[config.mk]
export PLATFORM = sky130hd
export DESIGN_NAME = fetch_ctrl
export DESIGN_NICKNAME = d
export VERILOG_FILES = /design/src/rtl/fetch_pkg.sv /design/src/rtl/fetch_skid.sv /design/src/rtl/fetch_ctrl.sv
export SDC_FILE = /design/constraint.sdc
export NUM_CORES = 1
export LEC_CHECK = 0
export CORE_MARGIN = 8
export CORE_UTILIZATION = 55
export DETAILED_ROUTE_END_ITERATION = 10
export PLACE_DENSITY = 0.86
export SYNTH_ARGS = -nofsm -noshare
export SYNTH_HDL_FRONTEND = slang
export SYNTH_HIERARCHICAL = 1
export SYNTH_SLANG_ARGS = --single-unit
[constraint.sdc]
create_clock -name clk -period 4.37 [get_ports clk]
set_clock_uncertainty 0.05 [all_clocks]
set_input_delay 0.874 -clock clk [delete_from_list [all_inputs] [get_ports clk]]
set_output_delay 0.874 -clock clk [all_outputs]
set_load 0.005 [all_outputs]
[src/rtl/fetch_pkg.sv]
// fetch_pkg: shared definitions for the fetch stage.
//   PCSRC_* : pc_mux select encodings
//   NOP_INSTR : instruction presented to decode out of reset (addi x0,x0,0)
//   fetch_state_t : fetch sequencer states
package fetch_pkg;

  localparam logic [1:0]  PCSRC_PLUS4  = 2'b00;
  localparam logic [1:0]  PCSRC_TARGET = 2'b01;
  localparam logic [1:0]  PCSRC_ALU    = 2'b10;

  localparam logic [31:0] NOP_INSTR    = 32'h0000_0013;

  typedef enum logic [1:0] {
    BOOT       = 2'd0,
    RUN        = 2'd1,
    HOLD_REDIR = 2'd2
  } fetch_state_t;

endpackage

[src/rtl/fetch_skid.sv]
// fetch_skid: one-entry {instr, pc} holding buffer used when a fetch
// completes while decode is stalled.
//   clk, rst_n           : clock, async active-low reset
//   push, push_instr/pc  : capture an entry
//   pop                  : release the entry (consumer took it)
//   clear                : drop the entry (redirect); wins over push/pop
//   full                 : an entry is held
//   pop_instr, pop_pc    : held entry contents
module fetch_skid (
  input  logic        clk,
  input  logic        rst_n,
  input  logic        push,
  input  logic        pop,
  input  logic        clear,
  input  logic [31:0] push_instr,
  input  logic [31:0] push_pc,
  output logic        full,
  output logic [31:0] pop_instr,
  output logic [31:0] pop_pc
);

  logic        full_r;
  logic [31:0] instr_r;
  logic [31:0] pc_r;

  // Buffer occupancy and contents; clear has priority, then push, then pop.
  always_ff @(posedge clk or negedge rst_n) begin
    if (!rst_n) begin
      full_r  <= 1'b0;
      instr_r <= 32'h0000_0000;
      pc_r    <= 32'h0000_0000;
    end else if (clear) begin
      full_r  <= 1'b0;
    end else if (push) begin
      full_r  <= 1'b1;
      instr_r <= push_instr;
      pc_r    <= push_pc;
    end else if (pop) begin
      full_r  <= 1'b0;
    end else begin
      full_r  <= full_r;
    end
  end

  assign full      = full_r;
  assign pop_instr = instr_r;
  assign pop_pc    = pc_r;

endmodule

[src/rtl/fetch_ctrl.sv]
// fetch_ctrl: fetch-stage sequencer. Owns the PC, runs the req/ready
// handshake with instruction memory, applies stall and redirects, and
// hands instructions to decode.
//   clk, rst_n                 : clock, async active-low reset
//   BR_TAKEN, JALR             : redirect requests from execute
//   STALL                      : hazard unit hold
//   PC_next / PC_SRC / PC      : pc_mux result, select, and current PC
//   IMEM_REQ/ADDR/READY/RDATA  : instruction memory handshake
//   INSTR, INSTR_VALID, PC_D   : registered outputs toward decode
//   FLUSH_D                    : combinational decode kill on redirect
module fetch_ctrl #(
  parameter logic [31:0] RESET_PC  = 32'h0000_0000,
  parameter logic [31:0] NOP_INSTR = fetch_pkg::NOP_INSTR
) (
  input  logic        clk,
  input  logic        rst_n,
  input  logic        BR_TAKEN,
  input  logic        JALR,
  input  logic        STALL,
  input  logic [31:0] PC_next,
  output logic [1:0]  PC_SRC,
  output logic [31:0] PC,
  output logic        IMEM_REQ,
  output logic [31:0] IMEM_ADDR,
  input  logic        IMEM_READY,
  input  logic [31:0] IMEM_RDATA,
  output logic [31:0] INSTR,
  output logic        INSTR_VALID,
  output logic [31:0] PC_D,
  output logic        FLUSH_D
);

  import fetch_pkg::*;

  fetch_state_t state_r;
  logic [31:0]  pc_r;
  logic [31:0]  redir_pc_r;
  logic         req_pending_r;
  logic [31:0]  instr_r;
  logic         instr_valid_r;
  logic [31:0]  pc_d_r;

  logic         redir_s;
  logic [1:0]   pc_src_s;
  logic         req_s;
  logic         accept_s;
  logic         skid_full_s;
  logic         skid_push_s;
  logic         skid_pop_s;
  logic [31:0]  skid_instr_s;
  logic [31:0]  skid_pc_s;

  assign redir_s  = BR_TAKEN | JALR;
  // A pending request must stay up regardless of stall so ADDR stays stable.
  assign req_s    = req_pending_r | ((state_r == RUN) & ~STALL & ~skid_full_s);
  assign accept_s = req_s & IMEM_READY;

  // pc_mux select; JALR outranks BR_TAKEN.
  always_comb begin
    pc_src_s = PCSRC_PLUS4;
    if (JALR) begin
      pc_src_s = PCSRC_ALU;
    end else if (BR_TAKEN) begin
      pc_src_s = PCSRC_TARGET;
    end else begin
      pc_src_s = PCSRC_PLUS4;
    end
  end

  // A fetch that lands during stall parks in the skid; it unloads on the
  // first unstalled cycle. A redirect throws it away.
  assign skid_push_s = accept_s & STALL & ~redir_s & (state_r == RUN);
  assign skid_pop_s  = skid_full_s & ~STALL & ~redir_s & (state_r == RUN);

  fetch_skid u_skid (
    .clk        (clk),
    .rst_n      (rst_n),
    .push       (skid_push_s),
    .pop        (skid_pop_s),
    .clear      (redir_s),
    .push_instr (IMEM_RDATA),
    .push_pc    (pc_r),
    .full       (skid_full_s),
    .pop_instr  (skid_instr_s),
    .pop_pc     (skid_pc_s)
  );

  // Fetch sequencer: state, PC, deferred redirect target, handshake
  // bookkeeping and the decode-side output registers.
  always_ff @(posedge clk or negedge rst_n) begin
    if (!rst_n) begin
      state_r       <= BOOT;
      pc_r          <= RESET_PC;
      redir_pc_r    <= RESET_PC;
      req_pending_r <= 1'b0;
      instr_r       <= NOP_INSTR;
      instr_valid_r <= 1'b0;
      pc_d_r        <= 32'h0000_0000;
    end else begin
      if (req_s) begin
        req_pending_r <= ~IMEM_READY;
      end else begin
        req_pending_r <= req_pending_r;
      end

      case (state_r)
        BOOT: begin
          state_r <= RUN;
          if (redir_s) begin
            pc_r          <= PC_next;
            instr_valid_r <= 1'b0;
          end else begin
            pc_r          <= pc_r;
          end
        end

        RUN: begin
          if (redir_s) begin
            instr_valid_r <= 1'b0;
            if (req_s & ~IMEM_READY) begin
              // Outstanding request must finish at the old address first.
              redir_pc_r <= PC_next;
              state_r    <= HOLD_REDIR;
            end else begin
              pc_r       <= PC_next;
            end
          end else if (STALL) begin
            if (accept_s) begin
              pc_r <= PC_next;
            end else begin
              pc_r <= pc_r;
            end
          end else if (skid_full_s) begin
            instr_r       <= skid_instr_s;
            pc_d_r        <= skid_pc_s;
            instr_valid_r <= 1'b1;
          end else if (accept_s) begin
            instr_r       <= IMEM_RDATA;
            pc_d_r        <= pc_r;
            instr_valid_r <= 1'b1;
            pc_r          <= PC_next;
          end else begin
            pc_r          <= pc_r;
          end
        end

        HOLD_REDIR: begin
          if (redir_s) begin
            instr_valid_r <= 1'b0;
            if (IMEM_READY) begin
              pc_r    <= PC_next;
              state_r <= RUN;
            end else begin
              redir_pc_r <= PC_next;
            end
          end else if (IMEM_READY) begin
            pc_r    <= redir_pc_r;
            state_r <= RUN;
          end else begin
            pc_r    <= pc_r;
          end
        end

        default: begin
          state_r <= BOOT;
        end
      endcase
    end
  end

  assign PC_SRC      = pc_src_s;
  assign PC          = pc_r;
  assign IMEM_ADDR   = pc_r;
  assign IMEM_REQ    = req_s;
  assign INSTR       = instr_r;
  assign INSTR_VALID = instr_valid_r;
  assign PC_D        = pc_d_r;
  assign FLUSH_D     = redir_s;

endmodule

==> metrics.cfg <==
[sta]
post-route-min-period_ns=3.33
slew_headroom_pct=33.9
fin_crit_sh_pct=76.2
achievable-frequency_mhz=300
max_slew.worst_pin.slew_ns=0.991
setup_violations=0
final_max_slew_viols=0
rsz0062_at_grt=no
setup_tns_ns=0
report.final.hold_viol_count=0

[setup_path]
worstPathRequired_ns=3.45
highest_delay_cell_along_the_critical_path=clkdlybuf4s50_1
timing.critical_path.to_type=output port
path_cells=clkdlybuf4s50_1 > nor2_4 > inv_1 > clkdlybuf4s50_1
type_of_origin_of_the_critical_path=input port
worstSetupPathType=in2out
crit_buf_inv=3
critPathMaxFanout=6
family_with_the_most_delay_on_the_worst_path=buffers and inverters
path_common_cell=clkdlybuf4s50_1
worst_ep_arrival_time_ns=2.41
max_stage_delay_ns=0.61

[layout]
areaGrowthSynthToFinish_pct=26.9
layout-drive-gt1-share_pct=24.0
antenna_cells_inserted=0
nets=887
fillerInstances=1132

[global_routing]
vias_in_the_first_global_route=6403
antenna_violations_before_repair=0
grtUsageTotal_pct=21.0
grt_pass1_wl_microns=33900
gr-total-overflow=0
maximum_number_of_pins_on_one_net_before_global_route_repair=89

[detailed_routing]
antenna_left=0
vias=5642
detail_route.wirelength_microns=21200
post_drt_via_cell_ratio=5.37
drtIter0Drc=245
remaining_drc_errors=0
first_pass_iters=4
routed_wire_length_per_instance_microns=20.2

[run_status]
outcome=complete, no violations

[power]
cellLeakagePower_uw=0.00488
design_power_total_uw=6090
p_per_area_mw_per_mm2=531
vdd.ir_drop.worst_uv=365

[floorplanning]
die_w_microns=144
floorplan.initialDensity_pct=55.4
core_region_area_sq_mm=0.0163
top_level_ports=203
height_of_the_die_microns=144
count_of_standard_cell_rows=47
floorplan.die_area_sq_mm=0.0208

[yosys]
post_synthesis_average_cell_area_sq_um=13.8
yosys_register_bits=197
synth-async-reset-ratio_pct=100
netlist_top_cells_count=dfrtp_1, mux2_2, mux2_4
synth_enable_flop_cells=0
synth_warnings=6
post_synth_inst_count=657
synth_seq_area_share_pct=54.5
synth_largest_area_cell=dfrtp_1
syn_area_sq_mm=0.00905
synth.most_common_cell=dfrtp_1
top_area_cells_in_the_synthesized_netlist=dfrtp_1, mux2_4, mux2_2
synth.top_cell.area_share_pct=53.6
post_synth_num_cell_types=32
dominantRegCellSynth=dfrtp_1
syn_nets=727

[cts]
cts.hold.buffers_added=0
cts_made_buffers=17
clock_sinks=197
ctsHtreeMaxLevel=4
worst_setup_hold_path_clk_slew_ns=0.07
clockRootBuffer=clkbuf_16
clockBufferDepth=2
insertion_delay_ns=0.43
cts_repair_resize_count=0
tritoncts=yes
post_cts_buffers=0

[place]
dp_hpwl_microns=14400
globalplace.congestion=0.828
io_buffer_count=202

[worst_hold_path]
worstHoldPathType=in2async

[flow_run]
max_cap_violation_count=0

-- final cells by class --
cell class              count  area (sq um)  share of cell area, %
clock inverters            11           126                   1.10
inverters                   4          15.0                  0.131
repair buffers            213          2150                   18.7
clock buffers              21           450                   3.92
well taps                 220           275                   2.40
flip-flops and latches    197          4940                   43.0
multi-input cells         384          3530                   30.8
-- final timing paths --
| check | from | end | slack, ns | cells after the start |
|---|---|---|---|---|
| max reg2reg | u_skid/full$_DFFE_PN0P_ | INSTR[14]$_DFFE_PN0P_ | 1.80 | 5 |
| max | JALR | FLUSH_D | 1.04 | 4 |
| min reg2reg | INSTR[19]$_DFFE_PN0P_ | INSTR[19]$_DFFE_PN0P_ | 0.43 | 2 |
| min in group clk | INSTR[19]$_DFFE_PN0P_ | INSTR[19]$_DFFE_PN0P_ | 0.43 | 2 |
| max in group asynchronous | rst_n | IMEM_ADDR[9]$_DFFE_PN0P_ | 2.94 | 2 |
| min | rst_n | u_skid/pop_instr[3]$_DFFE_PN0P_ | 0.39 | 1 |
-- per-layer routing --
metal | global-route usage, % | part of all wire (%) | wire length [microns] | up-vias
met2 | 35.2 | 49 | 10300 | 179
met4 | 5.86 | 1.1 | 243 | 0
met3 | 7.10 | 7.8 | 1660 | 19
li1 | - | - | - | 2556
met5 | 0 | 0 | 0 | -
met1 | 25.4 | 42 | 9030 | 2888
-- per-stage QoR --
step | hold slack [ns] | cells | instance area [sq um] | setup WS, ns | utilization, %
2_1_floorplan | 0.402 | 657 | 9050 | 2.02 | -
3_5_place_dp | 0.421 | 1018 | 10900 | 1.05 | 66.7
6_report | 0.386 | 1050 | 11500 | 1.04 | 70.2
5_1_grt | 0.441 | 1050 | 11500 | 0.990 | 70.2
3_3_place_gp | 0.411 | 1018 | 10900 | 1.07 | 66.7
4_1_cts | 0.414 | 1050 | 11500 | 1.04 | 70.2
-- state kept, by name, summed over array words and instances (netlist names) --
name and cells:
IMEM_ADDR 32, INSTR 32, INSTR_VALID 1, PC_D 32, redir_pc_r 32, req_pending_r 1, state_r 2, u_skid/full 1
u_skid/pop_instr 32, u_skid/pop_pc 32
-- cells in the final DEF (no fill, tap or decap), drive strengths merged --
cell,synthesis,routed
a21boi,1,1
a21oi,3,3
a2bb2oi,1,1
a32oi,1,1
and2,1,1
buf,65,11
bufinv,0,2
clkbuf,7,22
clkdlybuf4s50,0,201
clkinv,0,4
clkinvlp,0,4
dfrtp,194,194
dfstp,3,3
inv,4,5
mux2,160,160
mux2i,64,64
nand2,68,68
nand2b,3,3
nand3,2,2
nor2,6,6
nor2b,3,3
nor3,1,1
nor3b,1,1
o2111ai,1,1
o211ai,1,1
o21ai,66,66
o21bai,1,1
-- logic make-up (layout without fill, tap and decap cells) --
group	after synthesis	in the layout	share of synthesized area [%]
mux	224	224	29.9
flops	197	197	54.5
simple gates	85	85	4.29
buf+inv	76	249	6.64
compound gates	75	75	4.67
-- where the power goes --
group          internal [uW]  switching, uW
registers               2360            389
logic                   1170            626
clock network            860            686
Note: power is estimated with default switching activity, not from simulation.
